[src/rtl/mem_arb_pkg.sv]
// Shared types and defaults for the instruction/data memory port arbiter.
package mem_arb_pkg;

  // Arbiter FSM states.
  typedef enum logic [1:0] {
    IDLE    = 2'd0,
    IF_BUSY = 2'd1,
    D_BUSY  = 2'd2,
    RESP    = 2'd3
  } arb_state_t;

  // Grant decision taken in IDLE.
  typedef enum logic [1:0] {
    GNT_NONE = 2'd0,
    GNT_IF   = 2'd1,
    GNT_D    = 2'd2
  } grant_t;

  localparam int unsigned DEF_MAX_D_BURST = 4;
  localparam int unsigned DEF_TIMEOUT_CYC = 64;

  // Width of the MEM burst counter: must hold 0..max_burst.
  function automatic int unsigned burst_cnt_w(input int unsigned max_burst);
    return (max_burst < 1) ? 1 : $clog2(max_burst + 1);
  endfunction

endpackage

[src/rtl/mem_port_arbiter_if.sv]
// Bus bundle between the IF/MEM pipeline stages, the arbiter and the memory.
//
// Handshake semantics: a requester raises *_req_i and holds address, write enable
// and write data stable until its one-cycle *_valid_o pulse; it may present its next
// request in the cycle after that pulse. Toward memory, mem_req_o is held with stable
// mem_we_o/mem_addr_o/mem_wdata_o until the one-cycle mem_ack_i (which may arrive in
// the first mem_req_o cycle); mem_rdata_i is valid only together with mem_ack_i.
interface mem_port_arbiter_if #(
  parameter int unsigned ADDR_W = 32,
  parameter int unsigned DATA_W = 32
);
  logic              if_req_i;
  logic [ADDR_W-1:0] if_addr_i;
  logic [DATA_W-1:0] if_rdata_o;
  logic              if_valid_o;
  logic              if_stall_o;
  logic              d_req_i;
  logic              d_we_i;
  logic [ADDR_W-1:0] d_addr_i;
  logic [DATA_W-1:0] d_wdata_i;
  logic [DATA_W-1:0] d_rdata_o;
  logic              d_valid_o;
  logic              d_stall_o;
  logic              mem_req_o;
  logic              mem_we_o;
  logic [ADDR_W-1:0] mem_addr_o;
  logic [DATA_W-1:0] mem_wdata_o;
  logic [DATA_W-1:0] mem_rdata_i;
  logic              mem_ack_i;
  logic              err_o;

  // Arbiter side.
  modport slave (
    input  if_req_i, if_addr_i, d_req_i, d_we_i, d_addr_i, d_wdata_i,
           mem_rdata_i, mem_ack_i,
    output if_rdata_o, if_valid_o, if_stall_o, d_rdata_o, d_valid_o, d_stall_o,
           mem_req_o, mem_we_o, mem_addr_o, mem_wdata_o, err_o
  );

  // Pipeline stages and memory side.
  modport master (
    output if_req_i, if_addr_i, d_req_i, d_we_i, d_addr_i, d_wdata_i,
           mem_rdata_i, mem_ack_i,
    input  if_rdata_o, if_valid_o, if_stall_o, d_rdata_o, d_valid_o, d_stall_o,
           mem_req_o, mem_we_o, mem_addr_o, mem_wdata_o, err_o
  );
endinterface

[src/rtl/mem_arb_timeout.sv]
// Ack watchdog: counts enabled cycles and flags the cycle in which the
// TIMEOUT_CYC-th consecutive enabled cycle is reached.
module mem_arb_timeout #(
  parameter int unsigned TIMEOUT_CYC = 64
) (
  input  logic clk_i,
  input  logic rst_i,
  input  logic clr_i,
  input  logic en_i,
  output logic expired_o
);
  localparam int unsigned CNT_W = $clog2(TIMEOUT_CYC + 1);

  logic [CNT_W-1:0] cnt_q;

  // The first enabled cycle sees count 0, so expiry is at TIMEOUT_CYC-1.
  assign expired_o = en_i && (cnt_q == CNT_W'(TIMEOUT_CYC - 1));

  // Cycle counter, cleared whenever the arbiter is not waiting on memory.
  always_ff @(posedge clk_i or negedge rst_i) begin
    if (!rst_i) begin
      cnt_q <= '0;
    end else if (clr_i) begin
      cnt_q <= '0;
    end else if (en_i && !expired_o) begin
      cnt_q <= cnt_q + CNT_W'(1);
    end
  end
endmodule

[src/rtl/mem_port_arbiter.sv]
// Shares one single-ported memory between the IF stage (reads) and the MEM stage
// (reads/writes). MEM has priority, bounded by a burst limit so IF cannot starve.
// Optional feature macro: ARB_TIMEOUT_EN (ack watchdog with sticky err_o).
module mem_port_arbiter
  import mem_arb_pkg::*;
#(
  parameter int unsigned ADDR_W      = 32,
  parameter int unsigned DATA_W      = 32,
  parameter int unsigned MAX_D_BURST = DEF_MAX_D_BURST,
  parameter int unsigned TIMEOUT_CYC = DEF_TIMEOUT_CYC
) (
  input  logic              clk_i,
  input  logic              rst_i,
  mem_port_arbiter_if.slave bus,
  output arb_state_t        dbg_state_o
);
  localparam int unsigned BURST_W = burst_cnt_w(MAX_D_BURST);

  arb_state_t        state_q, state_d;
  grant_t            grant_w;
  logic              done_ack, done_to, wd_expired;
  logic [BURST_W-1:0] burst_q;
  logic              burst_full;

  logic              mem_req_q, mem_we_q;
  logic [ADDR_W-1:0] mem_addr_q;
  logic [DATA_W-1:0] mem_wdata_q;
  logic [DATA_W-1:0] if_rdata_q, d_rdata_q;
  logic              if_valid_q, d_valid_q;

  assign burst_full = (burst_q == BURST_W'(MAX_D_BURST));

  // State register.
  always_ff @(posedge clk_i or negedge rst_i) begin
    if (!rst_i) state_q <= IDLE;
    else        state_q <= state_d;
  end

  // Next state, grant decision and completion cause.
  always_comb begin
    state_d  = state_q;
    grant_w  = GNT_NONE;
    done_ack = 1'b0;
    done_to  = 1'b0;
    case (state_q)
      IDLE: begin
        if (bus.d_req_i && !(bus.if_req_i && burst_full)) begin
          grant_w = GNT_D;
          state_d = D_BUSY;
        end else if (bus.if_req_i) begin
          grant_w = GNT_IF;
          state_d = IF_BUSY;
        end
      end
      IF_BUSY, D_BUSY: begin
        if (bus.mem_ack_i) begin
          done_ack = 1'b1;
          state_d  = RESP;
        end else if (wd_expired) begin
          done_to = 1'b1;
          state_d = RESP;
        end
      end
      // One dead cycle so IDLE never sees the request that just completed.
      RESP:    state_d = IDLE;
      default: state_d = IDLE;
    endcase
  end

  // Memory request registers, read data capture and completion pulses.
  always_ff @(posedge clk_i or negedge rst_i) begin
    if (!rst_i) begin
      mem_req_q   <= 1'b0;
      mem_we_q    <= 1'b0;
      mem_addr_q  <= '0;
      mem_wdata_q <= '0;
      if_rdata_q  <= '0;
      d_rdata_q   <= '0;
      if_valid_q  <= 1'b0;
      d_valid_q   <= 1'b0;
    end else begin
      if_valid_q <= 1'b0;
      d_valid_q  <= 1'b0;
      if (grant_w != GNT_NONE) begin
        mem_req_q   <= 1'b1;
        mem_we_q    <= (grant_w == GNT_D) && bus.d_we_i;
        mem_addr_q  <= (grant_w == GNT_D) ? bus.d_addr_i : bus.if_addr_i;
        mem_wdata_q <= (grant_w == GNT_D) ? bus.d_wdata_i : '0;
      end
      if (done_ack || done_to) begin
        mem_req_q <= 1'b0;
        mem_we_q  <= 1'b0;
        if (state_q == IF_BUSY) begin
          if_valid_q <= 1'b1;
          if_rdata_q <= done_ack ? bus.mem_rdata_i : '0;
        end else begin
          d_valid_q <= 1'b1;
          d_rdata_q <= done_ack ? bus.mem_rdata_i : '0;
        end
      end
    end
  end

  // Consecutive MEM grants while IF waits; IF wins once this saturates.
  always_ff @(posedge clk_i or negedge rst_i) begin
    if (!rst_i) begin
      burst_q <= '0;
    end else if (state_q == IDLE) begin
      if (!bus.if_req_i || grant_w == GNT_IF) begin
        burst_q <= '0;
      end else if (grant_w == GNT_D && !burst_full) begin
        burst_q <= burst_q + BURST_W'(1);
      end
    end
  end

`ifdef ARB_TIMEOUT_EN
  logic busy;
  logic err_q;

  assign busy = (state_q == IF_BUSY) || (state_q == D_BUSY);

  mem_arb_timeout #(
    .TIMEOUT_CYC (TIMEOUT_CYC)
  ) u_watchdog (
    .clk_i     (clk_i),
    .rst_i     (rst_i),
    .clr_i     (!busy),
    .en_i      (busy),
    .expired_o (wd_expired)
  );

  // Sticky error once any access was abandoned by the watchdog.
  always_ff @(posedge clk_i or negedge rst_i) begin
    if (!rst_i)       err_q <= 1'b0;
    else if (done_to) err_q <= 1'b1;
  end

  assign bus.err_o = err_q;
`else
  logic unused_timeout_cfg;

  assign unused_timeout_cfg = ^TIMEOUT_CYC;
  assign wd_expired         = 1'b0;
  assign bus.err_o          = 1'b0;
`endif

  assign bus.mem_req_o   = mem_req_q;
  assign bus.mem_we_o    = mem_we_q;
  assign bus.mem_addr_o  = mem_addr_q;
  assign bus.mem_wdata_o = mem_wdata_q;
  assign bus.if_rdata_o  = if_rdata_q;
  assign bus.if_valid_o  = if_valid_q;
  assign bus.d_rdata_o   = d_rdata_q;
  assign bus.d_valid_o   = d_valid_q;
  assign bus.if_stall_o  = bus.if_req_i & ~if_valid_q;
  assign bus.d_stall_o   = bus.d_req_i & ~d_valid_q;
  assign dbg_state_o     = state_q;
endmodule

[src/flat_wrapper.sv]
// flat-port wrapper written by rule: the top's interface ports become plain ports
module mem_port_arbiter_flat import mem_arb_pkg::*;
#(
  parameter int unsigned ADDR_W      = 32,
  parameter int unsigned DATA_W      = 32,
  parameter int unsigned MAX_D_BURST = DEF_MAX_D_BURST,
  parameter int unsigned TIMEOUT_CYC = DEF_TIMEOUT_CYC
)
  (clk_i, rst_i, dbg_state_o, bus_if_req_i, bus_if_addr_i, bus_d_req_i, bus_d_we_i, bus_d_addr_i, bus_d_wdata_i, bus_mem_rdata_i, bus_mem_ack_i, bus_if_rdata_o, bus_if_valid_o, bus_if_stall_o, bus_d_rdata_o, bus_d_valid_o, bus_d_stall_o, bus_mem_req_o, bus_mem_we_o, bus_mem_addr_o, bus_mem_wdata_o, bus_err_o);
  mem_port_arbiter_if #(.ADDR_W(ADDR_W), .DATA_W(DATA_W)) bus_i ();
  input  logic clk_i;
  input  logic rst_i;
  output arb_state_t dbg_state_o;
  input wire logic [$bits(bus_i.if_req_i)-1:0] bus_if_req_i;
  input wire logic [$bits(bus_i.if_addr_i)-1:0] bus_if_addr_i;
  input wire logic [$bits(bus_i.d_req_i)-1:0] bus_d_req_i;
  input wire logic [$bits(bus_i.d_we_i)-1:0] bus_d_we_i;
  input wire logic [$bits(bus_i.d_addr_i)-1:0] bus_d_addr_i;
  input wire logic [$bits(bus_i.d_wdata_i)-1:0] bus_d_wdata_i;
  input wire logic [$bits(bus_i.mem_rdata_i)-1:0] bus_mem_rdata_i;
  input wire logic [$bits(bus_i.mem_ack_i)-1:0] bus_mem_ack_i;
  output wire logic [$bits(bus_i.if_rdata_o)-1:0] bus_if_rdata_o;
  output wire logic [$bits(bus_i.if_valid_o)-1:0] bus_if_valid_o;
  output wire logic [$bits(bus_i.if_stall_o)-1:0] bus_if_stall_o;
  output wire logic [$bits(bus_i.d_rdata_o)-1:0] bus_d_rdata_o;
  output wire logic [$bits(bus_i.d_valid_o)-1:0] bus_d_valid_o;
  output wire logic [$bits(bus_i.d_stall_o)-1:0] bus_d_stall_o;
  output wire logic [$bits(bus_i.mem_req_o)-1:0] bus_mem_req_o;
  output wire logic [$bits(bus_i.mem_we_o)-1:0] bus_mem_we_o;
  output wire logic [$bits(bus_i.mem_addr_o)-1:0] bus_mem_addr_o;
  output wire logic [$bits(bus_i.mem_wdata_o)-1:0] bus_mem_wdata_o;
  output wire logic [$bits(bus_i.err_o)-1:0] bus_err_o;
  assign bus_i.if_req_i = bus_if_req_i;
  assign bus_i.if_addr_i = bus_if_addr_i;
  assign bus_i.d_req_i = bus_d_req_i;
  assign bus_i.d_we_i = bus_d_we_i;
  assign bus_i.d_addr_i = bus_d_addr_i;
  assign bus_i.d_wdata_i = bus_d_wdata_i;
  assign bus_i.mem_rdata_i = bus_mem_rdata_i;
  assign bus_i.mem_ack_i = bus_mem_ack_i;
  assign bus_if_rdata_o = bus_i.if_rdata_o;
  assign bus_if_valid_o = bus_i.if_valid_o;
  assign bus_if_stall_o = bus_i.if_stall_o;
  assign bus_d_rdata_o = bus_i.d_rdata_o;
  assign bus_d_valid_o = bus_i.d_valid_o;
  assign bus_d_stall_o = bus_i.d_stall_o;
  assign bus_mem_req_o = bus_i.mem_req_o;
  assign bus_mem_we_o = bus_i.mem_we_o;
  assign bus_mem_addr_o = bus_i.mem_addr_o;
  assign bus_mem_wdata_o = bus_i.mem_wdata_o;
  assign bus_err_o = bus_i.err_o;
  mem_port_arbiter #(.ADDR_W(ADDR_W), .DATA_W(DATA_W), .MAX_D_BURST(MAX_D_BURST), .TIMEOUT_CYC(TIMEOUT_CYC)) u_core (.clk_i(clk_i), .rst_i(rst_i), .bus(bus_i), .dbg_state_o(dbg_state_o));
endmodule
[config.mk]
export PLATFORM = sky130hd
export DESIGN_NAME = mem_port_arbiter_flat
export DESIGN_NICKNAME = d
export VERILOG_FILES = /design/src/rtl/mem_arb_pkg.sv /design/src/rtl/mem_port_arbiter_if.sv /design/src/rtl/mem_arb_timeout.sv /design/src/rtl/mem_port_arbiter.sv /design/src/flat_wrapper.sv
export SDC_FILE = /design/constraint.sdc
export NUM_CORES = 1
export LEC_CHECK = 0
export CORE_UTILIZATION = 29
export CTS_CLUSTER_DIAMETER = 80
export DETAILED_ROUTE_END_ITERATION = 6
export PLACE_DENSITY_LB_ADDON = 0.3
export SLEW_MARGIN = 15
export SYNTH_ARGS = -nofsm -noshare
export SYNTH_HDL_FRONTEND = slang
export SYNTH_SLANG_ARGS = --single-unit
[constraint.sdc]
create_clock -name clk_i -period 1.5 [get_ports clk_i]
set_input_delay 0.3 -clock clk_i [delete_from_list [all_inputs] [get_ports clk_i]]
set_output_delay 0.3 -clock clk_i [all_outputs]
set_load 0.02 [all_outputs]
==> Implementation_results.wiki <==
{| class="wikitable"
! Metric !! Value
|-
| CP max FO || 8
|-
| Area of the mapped netlist || 5474 sq um
|-
| Clock edge transition at the registers on the reported setup and hold paths || 0.06 ns
|-
| Class of the tightest hold or removal check || input pin to asynchronous set/reset pin
|-
| Antenna violations before repair || 0
|-
| Reg-to-reg setup timing slack || -0.12 ns
|-
| Largest area contributor in the synthesized netlist || sky130_fd_sc_hd__dfrtp_1
|-
| Seq/Total Area, Yosys || 0.6263
|-
| GPL Wtd Cong || 0.7516
|-
| Final instance count without filler cells || 939
|-
| Type of origin of the critical path || flip-flop
|-
| Violation count after the first detailed-route iteration || 103
|-
| Vertical extent of the die || 139.4 um
|-
| Setup repair after global routing missed its margin || yes
|-
| Most instantiated flip-flop cell in the synthesis netlist || sky130_fd_sc_hd__dfrtp_1
|-
| Cell types with the highest counts after synthesis || sky130_fd_sc_hd__dfrtp_1 (137), sky130_fd_sc_hd__mux2_2 (65), sky130_fd_sc_hd__a22o_1 (32), sky130_fd_sc_hd__o221a_2 (32), sky130_fd_sc_hd__nand2b_1 (24)
|-
| Area of the multi-input gates || 2399 sq um
|-
| Syn Area/Cell || 14.79 sq um
|-
| Adder-cell share of the synthesized area || 0.01143
|-
| Horizontal extent of the die || 139.4 um
|-
| Tcrit/Tclk final || 1.081
|-
| CP arrival || 1.92 ns
|-
| Final hold violation count || 0
|-
| Number of buffers added by the clock tree synthesis step || 17
|-
| Maximum clock frequency || 0.6169 GHz
|-
| Number of top-level pins || 271
|-
| Power density cells || 2305 nW/um^2
|-
| Place WS || -0.4359 ns
|-
| Cell count after placement || 875
|-
| Utilization of the core after routing || 0.5571
|-
| Critical path required time || 1.80 ns
|-
| Warnings from Yosys || 0
|-
| Critical-path top delay cell || sky130_fd_sc_hd__dfrtp_2
|-
| Vias per cell || 4.786
|-
| Die area || 19,430 sq um
|-
| Worst-Skew Late Latency || 0.42 ns
|-
| Worst hold slack || 0.3073 ns
|-
| Failing checks || setup timing
|-
| Number of global-route vias before repair || 4,972
|-
| Shortest period the worst path allows || 1.621 ns
|-
| Synthesized flop and latch total || 137
|-
| Worst path buffer plus inverter count || 3
|-
| Number of vias after detailed routing || 4,494
|-
| Wire length per cell after detailed routing || 19.86 um
|-
| Worst Skew || 0.008819 ns
|-
| Number of port buffers || 269
|-
| Number of buffers on the longest clock path || 2
|-
| Kind of end point of the critical path || flip-flop
|-
| Fraction of synthesized cell area in xor and xnor cells || 0
|-
| Number of H-tree levels || 4
|-
| Global-route wire length before repair || 26,490 um
|-
| Fraction of registers with async set or reset after synthesis || 1.000
|-
| Setup violations, final || 64
|-
| Leakage Power || 4.627 nW
|-
| CTS tree || yes
|-
| Largest incremental delay on the critical path || 0.38 ns
|-
| Synthesized netlist net count || 509
|-
| Placement row count || 49
|-
| Number of nets in the layout || 837
|-
| Number of max-slew violations in the final report || 0
|-
| Area taken by flip-flops and latches || 3431 sq um
|-
| Post-Syn Instances || 370
|-
| Largest family of logic cells by synthesized area || multiplexers
|-
| GRT Residual Overflow || 0
|-
| Final worst setup slack || -0.1210 ns
|-
| Post-synthesis cell type count || 30
|-
| Family of cells with the greatest summed delay on the critical path || flip-flops
|-
| Post-Synth Simple-Gate Area || 0.05920
|-
| Start-to-end type of the worst setup path || flip-flop to flip-flop
|-
| Routed Antenna Nets || 0
|-
| Final wirelength || 18,650 um
|-
| Area fraction of the dominant cell type after synthesis || 0.6263
|-
| Mux share of post-synthesis cell area || 0.1355
|-
| Initial Util || 0.3006
|-
| Setup TNS after final layout || -3.656 ns
|-
| Most numerous cell in the Yosys netlist || sky130_fd_sc_hd__dfrtp_1
|-
| Synth top area cells || sky130_fd_sc_hd__dfrtp_1 (63%), sky130_fd_sc_hd__mux2_2 (13%), sky130_fd_sc_hd__o221a_2 (6.6%)
|-
| HPWL Detailed || 11,080 um
|-
| Ordered list of cells on the worst path || inv_2 > ha_4 > nand2_4 > nor2_4 > buf_12 > buf_16 > mux2_4
|-
| Layout-stage area growth over the synthesis result || 85.33%
|-
| Placeable Area || 18,210 sq um
|-
| Peak supply drop || 1.225 mV
|-
| Number of filler cells placed in the layout || 1,504
|-
| Number of enable-type register cells in the synthesized netlist || 0
|-
| First-pass DRT Iterations || 4
|-
| Run status || finished with violations
|-
| Residual DRC || 0
|-
| Compound-Gate Fraction of Synth Area || 0.1310
|-
| Number of sinks on the clock net || 137
|-
| Layout cell share with drive strength beyond 1 || 0.3103
|-
| Global-route total usage across every layer || 0.1773
|-
| Clock root cell || sky130_fd_sc_hd__clkbuf_16
|-
| Count of maximum capacitance violations || 0
|-
| Pin count of the biggest net entering global routing || 45
|}
[per-layer routing]
| metal | wire (um) | global-route usage | up-vias |
|---|---|---|---|
| li1 | - | - | 2031 |
| met1 | 7732 | 0.1980 | 2255 |
| met2 | 9126 | 0.3012 | 185 |
| met3 | 1430 | 0.07089 | 23 |
| met4 | 356 | 0.07076 | 0 |
| met5 | 0 | 0 | - |
[cell type report]
type	instances	area share
clock inverter	11	0.01209
tap	229	0.02824
sequential	137	0.3382
clock buffer	19	0.04465
inverter	7	0.002837
timing repair buffer	335	0.3373
antenna	1	0.0002467
multi-input combinational	200	0.2364
[logic make-up after synthesis]
group                    count (synthesis)
AND/OR/NAND/NOR                         53
other                                    1
buffers and inverters                   33
multiplexers                            66
adder cells (fa/ha/maj)                  5
AO/OA/AOI/OAI                           75
flip-flops                             137
[timing repair]
item	in CTS	in global routing
endpoints found under the hold margin	18	0
gates cloned	4	14
pin swaps	3	54
gates resized for setup	195	54
hold buffers	1	0
endpoints found under the setup margin	219	133
setup buffers	11	5
[cells in the final DEF, fill, tap and decap left out, types with 2 or more instances in the layout]
cell	Yosys	layout
sky130_fd_sc_hd__dfrtp_1	137	135
sky130_fd_sc_hd__clkdlybuf4s50_1	0	131
sky130_fd_sc_hd__dlygate4sd2_1	0	131
sky130_fd_sc_hd__buf_4	8	36
sky130_fd_sc_hd__mux2_4	0	33
sky130_fd_sc_hd__o221a_4	0	32
sky130_fd_sc_hd__a22o_1	32	32
sky130_fd_sc_hd__mux2_2	65	32
sky130_fd_sc_hd__clkbuf_16	0	27
sky130_fd_sc_hd__nand2b_1	24	24
sky130_fd_sc_hd__or2b_1	10	10
sky130_fd_sc_hd__buf_12	0	10
sky130_fd_sc_hd__buf_6	4	8
sky130_fd_sc_hd__nand3_4	0	4
sky130_fd_sc_hd__nand3_1	8	4
sky130_fd_sc_hd__ha_4	0	4
sky130_fd_sc_hd__clkinvlp_4	0	4
sky130_fd_sc_hd__buf_16	0	4
sky130_fd_sc_hd__inv_2	0	3
sky130_fd_sc_hd__inv_1	7	3
sky130_fd_sc_hd__a21oi_2	0	3
sky130_fd_sc_hd__clkinv_2	0	3
sky130_fd_sc_hd__nor2_1	2	2
sky130_fd_sc_hd__nor2b_1	2	2
sky130_fd_sc_hd__o22ai_1	2	2
sky130_fd_sc_hd__clkbuf_8	0	2
sky130_fd_sc_hd__bufinv_16	0	2
sky130_fd_sc_hd__buf_2	10	2
sky130_fd_sc_hd__dfrtp_2	0	2
[power breakdown]
part           switching (W)  total [W]  leakage [nW]  internal [W]
sequential          0.000976    0.00656          1.64       0.00558
combinational        0.00596     0.0127          2.72       0.00671
clock                0.00164    0.00415         0.273       0.00251
total                0.00857     0.0234          4.63        0.0148
[through the flow]
step / total power (W) / cell area (sq um)
5_1_grt: 0.02457 / 10140
3_5_place_dp: 0.01807 / 8701
4_1_cts: 0.02214 / 9559
6_report: 0.02338 / 10140
3_3_place_gp: 0.01781 / 8701
2_1_floorplan: 0.01255 / 5524
[sequential cells by signal, indices dropped and copies added, names as in the netlist]
signal                  flops
u_core.burst_q              3
u_core.bus.d_rdata_o       32
u_core.bus.d_valid_o        1
u_core.bus.if_rdata_o      32
u_core.bus.if_valid_o       1
u_core.bus.mem_addr_o      32
u_core.bus.mem_req_o        1
u_core.bus.mem_wdata_o     32
u_core.bus.mem_we_o         1
u_core.dbg_state_o          2
[path summary, 6_finish.rpt]
kind / start / end / depth (start not counted)
worst max-delay path: u_core.dbg_state_o[0]$_DFFE_PN0P_ / u_core.bus.d_rdata_o[10]$_DFFE_PN0P_ / 7
worst max register to register: u_core.dbg_state_o[0]$_DFFE_PN0P_ / u_core.bus.d_rdata_o[10]$_DFFE_PN0P_ / 7
max in group asynchronous: rst_i / u_core.dbg_state_o[1]$_DFFE_PN0P_ / 3
min in group clk_i: bus_if_req_i / u_core.burst_q[2]$_DFFE_PN0P_ / 4
worst min register to register: u_core.bus.if_rdata_o[5]$_DFFE_PN0P_ / u_core.bus.if_rdata_o[5]$_DFFE_PN0P_ / 1
worst min-delay path: rst_i / u_core.bus.d_rdata_o[16]$_DFFE_PN0P_ / 2
No activity file was read; power rests on OpenSTA's default activity.
